### src/rtl/uart_rx_ctrl.sv
// UART receive frame sequencer: detects the start bit, counts oversampling edges
// and bit positions, and drives the sampler/deserializer/checker enables.
module uart_rx_ctrl #(
  parameter int PRESCALE_W = 6,
  parameter int DATA_W     = 8
) (
  input  logic                  UART_CLK,
  input  logic                  rst,
  input  logic                  RX_IN,
  input  logic [PRESCALE_W-1:0] prescale,
  input  logic                  PAR_EN,
  input  logic                  sampled_bit,
  input  logic                  strt_glitch,
  input  logic                  par_err,
  input  logic                  stp_err,
  output logic [PRESCALE_W-1:0] edge_cnt,
  output logic [3:0]            bit_cnt,
  output logic                  dat_samp_en,
  output logic                  deser_en,
  output logic                  strt_chk_en,
  output logic                  par_chk_en,
  output logic                  stp_chk_en,
  output logic                  data_valid,
  output logic                  cfg_err
);

  typedef enum logic [2:0] {
    IDLE,
    START,
    DATA,
    PARITY,
    STOP
  } state_t;

  state_t                r_state;
  state_t                w_state_nxt;
  logic [PRESCALE_W-1:0] r_edge_cnt;
  logic [3:0]            r_bit_cnt;
  logic [PRESCALE_W-1:0] r_prescale;
  logic                  r_par_en;
  logic                  r_frame_err;
  logic                  r_data_valid;
  logic                  r_cfg_err;
  logic                  w_prescale_ok;
  logic                  w_bit_end;
  logic                  w_unused;

  // sampled_bit feeds the deserializer directly; the sequencer never looks at it
  assign w_unused = sampled_bit;

  assign w_prescale_ok = (prescale == PRESCALE_W'(8))  ||
                         (prescale == PRESCALE_W'(16)) ||
                         (prescale == PRESCALE_W'(32));
  assign w_bit_end     = (r_edge_cnt == (r_prescale - PRESCALE_W'(1)));

  assign edge_cnt   = r_edge_cnt;
  assign bit_cnt    = r_bit_cnt;
  assign data_valid = r_data_valid;
  assign cfg_err    = r_cfg_err;

  always_ff @(posedge UART_CLK) begin
    if (rst) begin
      r_state <= IDLE;
    end else begin
      r_state <= w_state_nxt;
    end
  end

  always_comb begin
    w_state_nxt = r_state;
    dat_samp_en = 1'b0;
    deser_en    = 1'b0;
    strt_chk_en = 1'b0;
    par_chk_en  = 1'b0;
    stp_chk_en  = 1'b0;
    case (r_state)
      IDLE: begin
        if (w_prescale_ok && !RX_IN) begin
          w_state_nxt = START;
        end
      end
      START: begin
        dat_samp_en = 1'b1;
        strt_chk_en = 1'b1;
        if (w_bit_end) begin
          w_state_nxt = strt_glitch ? IDLE : DATA;
        end
      end
      DATA: begin
        dat_samp_en = 1'b1;
        if (w_bit_end) begin
          deser_en = 1'b1;
          if (r_bit_cnt == 4'(DATA_W)) begin
            w_state_nxt = r_par_en ? PARITY : STOP;
          end
        end
      end
      PARITY: begin
        dat_samp_en = 1'b1;
        par_chk_en  = 1'b1;
        if (w_bit_end) begin
          w_state_nxt = STOP;
        end
      end
      STOP: begin
        dat_samp_en = 1'b1;
        stp_chk_en  = 1'b1;
        if (w_bit_end) begin
          w_state_nxt = IDLE;
        end
      end
      default: w_state_nxt = IDLE;
    endcase
  end

  always_ff @(posedge UART_CLK) begin
    if (rst) begin
      r_edge_cnt   <= '0;
      r_bit_cnt    <= '0;
      r_prescale   <= '0;
      r_par_en     <= 1'b0;
      r_frame_err  <= 1'b0;
      r_data_valid <= 1'b0;
      r_cfg_err    <= 1'b0;
    end else begin
      r_data_valid <= (r_state == STOP) && w_bit_end && !stp_err && !r_frame_err;
      r_cfg_err    <= (w_state_nxt == IDLE) && !w_prescale_ok;
      // the detection cycle is edge 0, so START opens on edge 1
      if (w_state_nxt == IDLE) begin
        r_edge_cnt <= '0;
        r_bit_cnt  <= '0;
      end else if (r_state == IDLE) begin
        r_edge_cnt  <= PRESCALE_W'(1);
        r_bit_cnt   <= '0;
        r_prescale  <= prescale;
        r_par_en    <= PAR_EN;
        r_frame_err <= 1'b0;
      end else if (w_bit_end) begin
        r_edge_cnt <= '0;
        r_bit_cnt  <= r_bit_cnt + 4'd1;
      end else begin
        r_edge_cnt <= r_edge_cnt + PRESCALE_W'(1);
      end
      if ((r_state == PARITY) && w_bit_end && par_err) begin
        r_frame_err <= 1'b1;
      end
    end
  end

endmodule

### config.mk
export PLATFORM = sky130hd
export DESIGN_NAME = uart_rx_ctrl
export DESIGN_NICKNAME = d
export VERILOG_FILES = /design/src/rtl/uart_rx_ctrl.sv
export SDC_FILE = /design/constraint.sdc
export NUM_CORES = 1
export LEC_CHECK = 0
export BUFFER_PORTS_ARGS = -buffer_cell sky130_fd_sc_hd__buf_2
export CELL_PAD_IN_SITES_DETAIL_PLACEMENT = 1
export CELL_PAD_IN_SITES_GLOBAL_PLACEMENT = 1
export CORE_ASPECT_RATIO = 0.9
export CORE_MARGIN = 8
export CORE_UTILIZATION = 35
export CTS_CLUSTER_SIZE = 40
export DETAILED_ROUTE_END_ITERATION = 10
export HOLD_SLACK_MARGIN = 0.1
export MAX_ROUTING_LAYER = met4
export PLACE_DENSITY_LB_ADDON = 0.1
export SETUP_SLACK_MARGIN = 0.4
export SLEW_MARGIN = 10
export SYNTH_ARGS = -nofsm -noshare
export SYNTH_HDL_FRONTEND = slang
export SYNTH_SLANG_ARGS = --single-unit
### constraint.sdc
create_clock -name UART_CLK -period 2.6 [get_ports UART_CLK]
set_input_delay 0.13 -clock UART_CLK [delete_from_list [all_inputs] [get_ports UART_CLK]]
set_output_delay 0.13 -clock UART_CLK [all_outputs]
set_load 0.05 [all_outputs]
# Word level (Yosys, flattened, before mapping)
# Index checks and enable logic that the tools add are counted.
[classes]
addsub = 3
bitwise = 1
n_mux = 20
eq_ne = 10
n_reduce_logical = 22
[ops]
columns = ["cell", "n"]
rows = [
  ["3-bit 2-to-1 mux", 7],
  ["3-bit one-hot mux with 5 select lines", 1],
  ["1-bit 2-to-1 mux", 11],
  ["4-bit OR reduction", 2],
  ["1-bit logical AND", 7],
  ["6-bit by 1-bit adder with 6-bit output, second input constant", 1],
  ["3-bit by 2-bit equality test with 1-bit output, second input constant", 2],
  ["6-bit by 4-bit equality test with 1-bit output, second input constant", 1],
  ["6-bit by 5-bit equality test with 1-bit output, second input constant", 1],
  ["6-bit equality test", 1],
  ["6-bit equality test, second input constant", 1],
  ["3-bit zero test", 2],
  ["6-bit by 1-bit subtractor with 6-bit output, second input constant", 1],
  ["4-bit by 1-bit adder with 4-bit output, second input constant", 1],
  ["4-bit equality test, second input constant", 1],
  ["1-bit zero test", 4],
  ["2-bit AND reduction", 2],
  ["3-bit by 1-bit equality test with 1-bit output, second input constant", 1],
  ["3-bit equality test, second input constant", 1],
  ["3-bit OR reduction", 1],
  ["1-bit logical OR", 2],
  ["2-bit 2-to-1 mux", 1],
  ["2-bit by 1-bit != test with 1-bit output, second input constant", 1],
  ["2-bit nonzero test", 1],
  ["2 further kinds", 2],
]
[totals]
regBits = 23
wordCells = 65

# Longest topological paths before layout
# Gate-level depths: netlist of the first run.
[depth]
word_depth = 9
depth_mapped = 8
depth_no_buf = 7

# Worst setup path before layout of the first run
# OpenSTA, ideal clock, no wires.
[synth_path]
path_type = "register to output"
start = "reg r_edge_cnt[3] (netlist: edge_cnt[3])"
end = "out deser_en"
slack_ps = -201
n_path_buf = 1
path_stages_with_launch = 7
required_ps = 2470
t_arrival_ps = 2671
path_cell_list = "dfxtp_1 xor2_1 xnor2_1 o211a_1 buf_2 nand2_4 nor3b_1"
[synth_via]
elab_chain_cells = 3
[synth_lines]
columns = ["element", "line", "rtl"]
rows = [
  ["start, declared", "37", "logic [PRESCALE_W-1:0] r_edge_cnt;"],
  ["start signal, assigned", "142", "r_edge_cnt <= r_edge_cnt + PRESCALE_W'(1);"],
  ["6-bit equality test", "54", "assign w_bit_end = (r_edge_cnt == (r_prescale - PRESCALE_W'(1)));"],
  ["1-bit 2-to-1 mux", "91", "if (w_bit_end) begin"],
  ["1-bit 2-to-1 mux", "76", "case (r_state)"],
  ["end, declared", "19", "output logic deser_en,"],
]
# No other way between the ends.

# Final worst setup path of the first run
[layout_path]
start = "reg r_prescale[0]"
end = "out deser_en"
[layout_via]
elab_chain_cells = 4
[layout_lines]
columns = ["element", "line", "rtl"]
rows = [
  ["start, declared", "39", "logic [PRESCALE_W-1:0] r_prescale;"],
  ["start signal, assigned", "135", "r_prescale <= prescale;"],
  ["6-bit by 1-bit subtractor with 6-bit output", "54", ""],
  ["6-bit equality test", "54", ""],
  ["1-bit 2-to-1 mux", "91", ""],
  ["1-bit 2-to-1 mux", "76", ""],
]
# No other way between the ends.

==> results of run 1 <==
## timing repair
action | in CTS | in global routing
hold buffers | 1 | 0
endpoints found under the hold margin | 1 | 0
endpoints found under the setup margin | 1 | 2
pin swaps | 1 | 1
buffers inserted | 1 | 2
gates resized for setup | 3 | 2
## metal layers
layer	up-vias	global-route usage (%)
met5	-	-
met4	0	2.823
met3	2	3.382
met2	19	21.62
met1	590	16.30
li1	611	-
## layout by cell type, fill, tap and decap left out, types with 2 or more instances in the layout
cell | synthesis | routed
o221ai_1 | 2 | 2
and3_1 | 3 | 3
nand2_1 | 8 | 8
nor3_1 | 7 | 7
buf_2 | 3 | 28
xor2_1 | 6 | 6
buf_4 | 0 | 4
ha_1 | 4 | 4
o21ai_0 | 3 | 3
o21ai_1 | 2 | 2
nand2b_1 | 2 | 2
mux2i_1 | 6 | 6
clkbuf_8 | 0 | 3
nor2b_1 | 3 | 3
nor2_1 | 19 | 19
xnor2_1 | 7 | 7
inv_1 | 9 | 9
dfxtp_2 | 0 | 2
nand3_1 | 5 | 5
nand4_1 | 6 | 6
dfxtp_1 | 23 | 21
nor3b_1 | 3 | 2
o211ai_1 | 2 | 2
a21oi_1 | 6 | 6
## power by group through the flow
stage	clock (µW)	sequential, µW	combinational [µW]
detailed placement	0	366	44.3
floorplan	0	370	22.6
global route	266	358	49.8
CTS	246	358	45.7
global placement	0	366	43.1
finish	238	358	45.4
## kinds of logic after synthesis
family	after synthesis	share of synthesized area [%]
muxes	6	4.572
adders and majority gates	4	3.810
AOI/OAI and AO/OA	29	16.38
DFF	23	35.05
buffers and inverters	16	5.428
xor gates and xnor gates	13	8.667
and+or+nand+nor	64	26.10
## critical path: cells and delay by family, from the launching register on
kind                     cells  cell delay, ns
AND/OR/NAND/NOR              3            0.35
buffers and inverters        2            0.22
adder cells (fa/ha/maj)      1            0.23
AO/OA/AOI/OAI                2            0.56
flip-flops                   1            0.36
## per-stage QoR
step | setup WS, ns | area (µm²)
after floorplan | 0.4591 | 1325
after global placement | 0.3694 | 1498
after detailed placement | 0.3369 | 1498
after CTS | 0.4008 | 1567
after global routing | 0.3829 | 1587
final | 0.4652 | 1587
## how the worst max path moves through the flow
stage                           to  slack, ns  depth (start not counted)
after global placement    deser_en       0.37                          8
after detailed placement  deser_en       0.34                          8
after CTS                 deser_en       0.40                          8
after global routing      deser_en       0.38                          8
after floorplan           deser_en       0.46                          6
final                     deser_en       0.47                          8
## flip-flops by register name, summed over array words and instances, names as in the netlist
| signal | count |
|---|---|
| bit_cnt | 4 |
| r_frame_err | 1 |
| edge_cnt | 6 |
| cfg_err | 1 |
| data_valid | 1 |
| r_par_en | 1 |
| r_state | 3 |
| r_prescale | 6 |
## cell type report
type	instances	area, µm²
Inverter	9	33.78
Sequential cell	23	462.9
Clock inverter	1	5.005
Clock buffer	3	41.29
Timing Repair Buffer	34	191.4
Tap cell	46	57.56
Fill cell	462	2066
Multi-Input combinational cell	116	794.5
==> impl_metrics.csv, run 1 <==
group,metric,value,unit
detailed_routing,routed.top_layer,"met4",
power_and_ir_drop,switching_share,25.20,%
yosys,synth-seq-cells,23,
sta,slew_headroom,54.77,%
setup_path,crit_start,"r_prescale[0]$_SDFFE_PP0P_",
detailed_routing,wl_per_cell,16.16,µm
floorplan,die_h,74.12,µm
global_route,track_usage,13.35,%
floorplan,initial_core_util,35.97,%
power_and_ir_drop,power.density,403.7,mW/mm²
setup_path,cp_max_fo,6,
flow_run,cap_viol_max_count,0,
setup_path,cp.required,2.47,ns
setup_path,arrival,2.00,ns
sta,fin_crit_sh,82.11,%
setup_path,r2r-end,"bit_cnt[3]$_SDFFE_PP0N_",
clock_network,cts_sinks,23,
setup_path,crit_slowest_cell,"dfxtp_2",
sta,fin_skew,0.008467,ns
global_route,grt_pass1_vias,1323,
cells_and_area,utilization,43.44,%
sta,finalSetupTns,0,ns
detailed_routing,wl,3.748,mm
yosys,synth_top_area_cell,"dfxtp_1",
global_route,grt_max_degree,18,
cells_and_area,n_antenna_cell,0,
detailed_routing,drtIter0Drc,105,
sta,worst_slew_pin_slew,0.6733,ns
yosys,synth_commonest_cells,"23 x dfxtp_1, 19 x nor2_1, 9 x inv_1",
floorplan,die_area,0.005973,mm²
power_and_ir_drop,leakagePower,0.0007017,µW
run_status,status,"finished, final reports clean",
clock_network,cts_tree,"yes",
yosys,synthCells,155,
power_and_ir_drop,p_total,640.5,µW
global_route,antenna_found_initial,0,
detailed_routing,drc,0,
detailed_routing,via_per_inst,5.267,
yosys,syn-num-nets,173,
power_and_ir_drop,pwr-share-clk,37.1,%
detailed_routing,ant_nets,0,
global_route,overflow,0,
sta,holdWs,0.1283,ns
placement,gp_congestion,0.8222,
power_and_ir_drop,p_seq_share,55.8,%
cells_and_area,area_growth,20.76,%
floorplan,io_pins,31,
clock_network,root_buffer,"clkbuf_8",
clock_network,path_clk_slew,0.10,ns
placement,placedCellCount,224,
global_route,grt_pass1_wl,6.127,mm
sta,rsz0062_at_grt,"no",
detailed_routing,met2WireLength,1.771,mm
setup_path,slowest_delay,0.36,ns
setup_path,reg2regPathDepth,7,
setup_path,cp-end-kind,"output port",
sta,slew_viol_final,0,
sta,hold_violations,0,
yosys,yosysWarningCount,0,
setup_path,crit_type,"register to output port",
setup_path,rr_startpoint,"r_prescale[0]$_SDFFE_PP0P_",
yosys,synth_top_area_share,35.05,%
floorplan,core-area,0.003652,mm²
floorplan,fp-row-count,21,
yosys,synth_area,0.001314,mm²
yosys,synthFlopType,"dfxtp_1",
sta,fmax,468.4,MHz
clock_network,clk_latency,0.27,ns
yosys,synth_edf_count,0,
clock_network,cts_max_level,1,
power_and_ir_drop,p_int,479.1,µW
min_path,hp-class,"input pin to register",
min_path,hold_end,"r_frame_err$_SDFFE_PP0P_",
detailed_routing,drt_pre_antenna_iters,4,
sta,post-route-min-period,2.135,ns
yosys,synth_area_leaders,"dfxtp_1 35%, nor2_1 5.4%, xnor2_1 4.7%",
min_path,hold_start,"par_err",
power_and_ir_drop,vdd_drop_max,0.0002720,V
cells_and_area,fin_cells,232,
setup_path,start_kind,"register",
placement,io_buffers,29,
clock_network,numCtsBuffers,3,
cells_and_area,drive_gt1_share,27.42,%
yosys,synth.most_common_cell,"dfxtp_1",
placement,dp_hpwl,2.786,mm
min_path,min_path_cells,3,
setup_path,critical_path.cell_chain,"inv_1 -> ha_1 -> and2_4 -> a211o_1 -> a32o_2 -> nand2_4 -> nor3b_4 -> buf_6",
detailed_routing,wl_met3,117,µm
power_and_ir_drop,comb_power_share,7.1,%
power_and_ir_drop,p_sw,161.4,µW
sta,final-setup-viol-count,0,
yosys,yosysSeqAreaShare,35.05,%
yosys,synth.distinct_cells,45,
cells_and_area,fin_nets,205,
clock_network,cts_buffer_depth,2,
yosys,synthArstFlopShare,0,%
setup_path,ff2ff_setup_slack,0.52,ns
detailed_routing,via_count,1222,
floorplan,die_w,80.58,µm
yosys,avgSynthCellArea,8.476,µm²
detailed_routing,drt-met1-wl,1.840,mm
(Power assumes the default switching activity.)
==> inputs of run 2 (changes only) <==
==> constraint.sdc (replaced) <==
create_clock -name UART_CLK -period 1.9 [get_ports UART_CLK]
set_input_delay 0.095 -clock UART_CLK [delete_from_list [all_inputs] [get_ports UART_CLK]]
set_output_delay 0.095 -clock UART_CLK [all_outputs]
set_load 0.05 [all_outputs]
==> impl_metrics.csv, run 2 (synthesis results as in run 1) <==
group,metric,value,unit
placement,pre_cts_ws,-0.04577,ns
clock_network,clk_latency,0.27,ns
setup_path,start_kind,"register",
placement,io_buffers,29,
cells_and_area,layout_common_cells,"25 x buf_2, 17 x buf_4, 16 x nor2_1",
detailed_routing,ant_nets,0,
global_route,grt_max_degree,18,
global_route,track_usage,14.34,%
cells_and_area,drive_gt1_share,46.41,%
clock_network,numCtsBuffers,3,
setup_path,arrival,1.84,ns
clock_network,root_buffer,"clkbuf_8",
detailed_routing,via_per_inst,5.188,
cells_and_area,fin_nets,228,
floorplan,die_w,80.58,µm
cells_and_area,final_common_cell,"buf_2",
min_path,hold_start,"prescale[5]",
sta,fin_skew,0.002366,ns
global_route,overflow,0,
floorplan,fp-row-count,21,
placement,dp_hpwl,2.959,mm
sta,final-setup-viol-count,1,
detailed_routing,drtIter0Drc,68,
run_status,violations,"setup timing",
sta,fin_crit_sh,101.9,%
detailed_routing,via_count,1323,
sta,fmax,516.7,MHz
sta,slew_viol_final,0,
floorplan,io_pins,31,
floorplan,initial_core_util,35.97,%
power_and_ir_drop,vdd_drop_max,0.0003233,V
floorplan,die_h,74.12,µm
floorplan,core-area,0.003652,mm²
placement,post_dp_cell_area,0.001624,mm²
flow_run,cap_viol_max_count,0,
global_route,antenna_found_initial,0,
power_and_ir_drop,leakagePower,0.0008452,µW
cells_and_area,area_growth,46.95,%
clock_network,cts_buffer_depth,2,
cells_and_area,n_antenna_cell,0,
sta,slew_headroom,63.20,%
global_route,grt_pass1_vias,1332,
run_status,status,"finished, violations left",
detailed_routing,wl_per_cell,15.82,µm
detailed_routing,drt_pre_antenna_iters,4,
setup_path,cp-end-kind,"output port",
detailed_routing,drc,0,
power_and_ir_drop,power.density,455.3,mW/mm²
sta,setup_slack,-0.03533,ns
placement,gp_congestion,0.7949,
global_route,grt_pass1_wl,6.451,mm
sta,rsz0062_at_grt,"yes",
cells_and_area,utilization,52.86,%
sta,worst_slew_pin_slew,0.5496,ns
setup_path,crit_type,"register to output port",
setup_path,crit_start,"r_prescale[1]$_SDFFE_PP0P_",
detailed_routing,wl,4.035,mm
clock_network,cts_sinks,23,
power_and_ir_drop,p_total,879.0,µW
cells_and_area,fill_cells,432,
clock_network,cts_max_level,1,
clock_network,cts_tree,"yes",
sta,hold_violations,0,
setup_path,cp.required,1.80,ns
floorplan,die_area,0.005973,mm²
setup_path,rr_startpoint,"r_prescale[1]$_SDFFE_PP0P_",
cells_and_area,fin_area,0.001931,mm²
min_path,hp-class,"input pin to register",
clock_network,path_clk_slew,0.09,ns
sta,post-route-min-period,1.935,ns
setup_path,cp_max_fo,3,
==> run 2: metal layers <==
layer  track usage (%)  vias to the layer above  share of wire (%)
met4             4.234                        0                1.0
met2             25.00                       15                 53
li1                  -                      661                  -
met3             3.019                        4                2.5
met5                 -                        -                  0
met1             16.03                      643                 44
==> run 2: what timing repair did <==
item / in CTS / in global routing
resized for setup: 23 / 12
hold buffers: 4 / 0
hold endpoints to repair: 4 / 0
endpoints found under the setup margin: 25 / 24
cloned: 0 / 0
buffers inserted: 7 / 6
pin swaps: 7 / 15
==> run 2: path summary, 6_finish.rpt <==
check             slack (ns)                          to  depth (start not counted)
hold reg to reg         0.46    r_frame_err$_SDFFE_PP0P_                          2
hold / removal          0.11  r_prescale[5]$_SDFFE_PP0P_                          3
setup reg to reg           0     bit_cnt[1]$_SDFFE_PP0N_                         10
setup / recovery       -0.04                    deser_en                          8
==> run 2: area by class of cell <==
class | count | area [µm²] | area share, %
Clock buffer | 3 | 41.29 | 2.139
Clock inverter | 1 | 5.005 | 0.2592
Multi-Input combinational cell | 116 | 895.9 | 46.40
Tap cell | 46 | 57.56 | 2.981
Timing Repair Buffer | 57 | 412.9 | 21.39
Inverter | 9 | 33.78 | 1.750
Sequential cell | 23 | 484.2 | 25.08
==> run 2: where the power goes <==
part | leakage (µW) | internal [µW] | switching, µW
clock | 0.0000255 | 147 | 174
combinational | 0.000627 | 32.2 | 43.2
sequential | 0.000193 | 480 | 3.33
==> run 2: worst max-delay path: stages, from the launching register on <==
cell and delay, ns:
dfxtp_2 0.36, inv_2 0.05, ha_4 0.16, xnor2_1 0.13, a21oi_2 0.19, a32o_2 0.22
nand2_4 0.08, nor3b_4 0.20, buf_6 0.18
==> run 2: stage by stage <==
stage                     TNS (ns)  hold slack [ns]  instances
after floorplan                  0           0.2422        155
after global placement           0           0.3349        234
after detailed placement   -0.1476           0.3447        234
after CTS                 -0.03942           0.1021        249
after global routing       -0.3451           0.1337        255
final                     -0.03533           0.1070        255
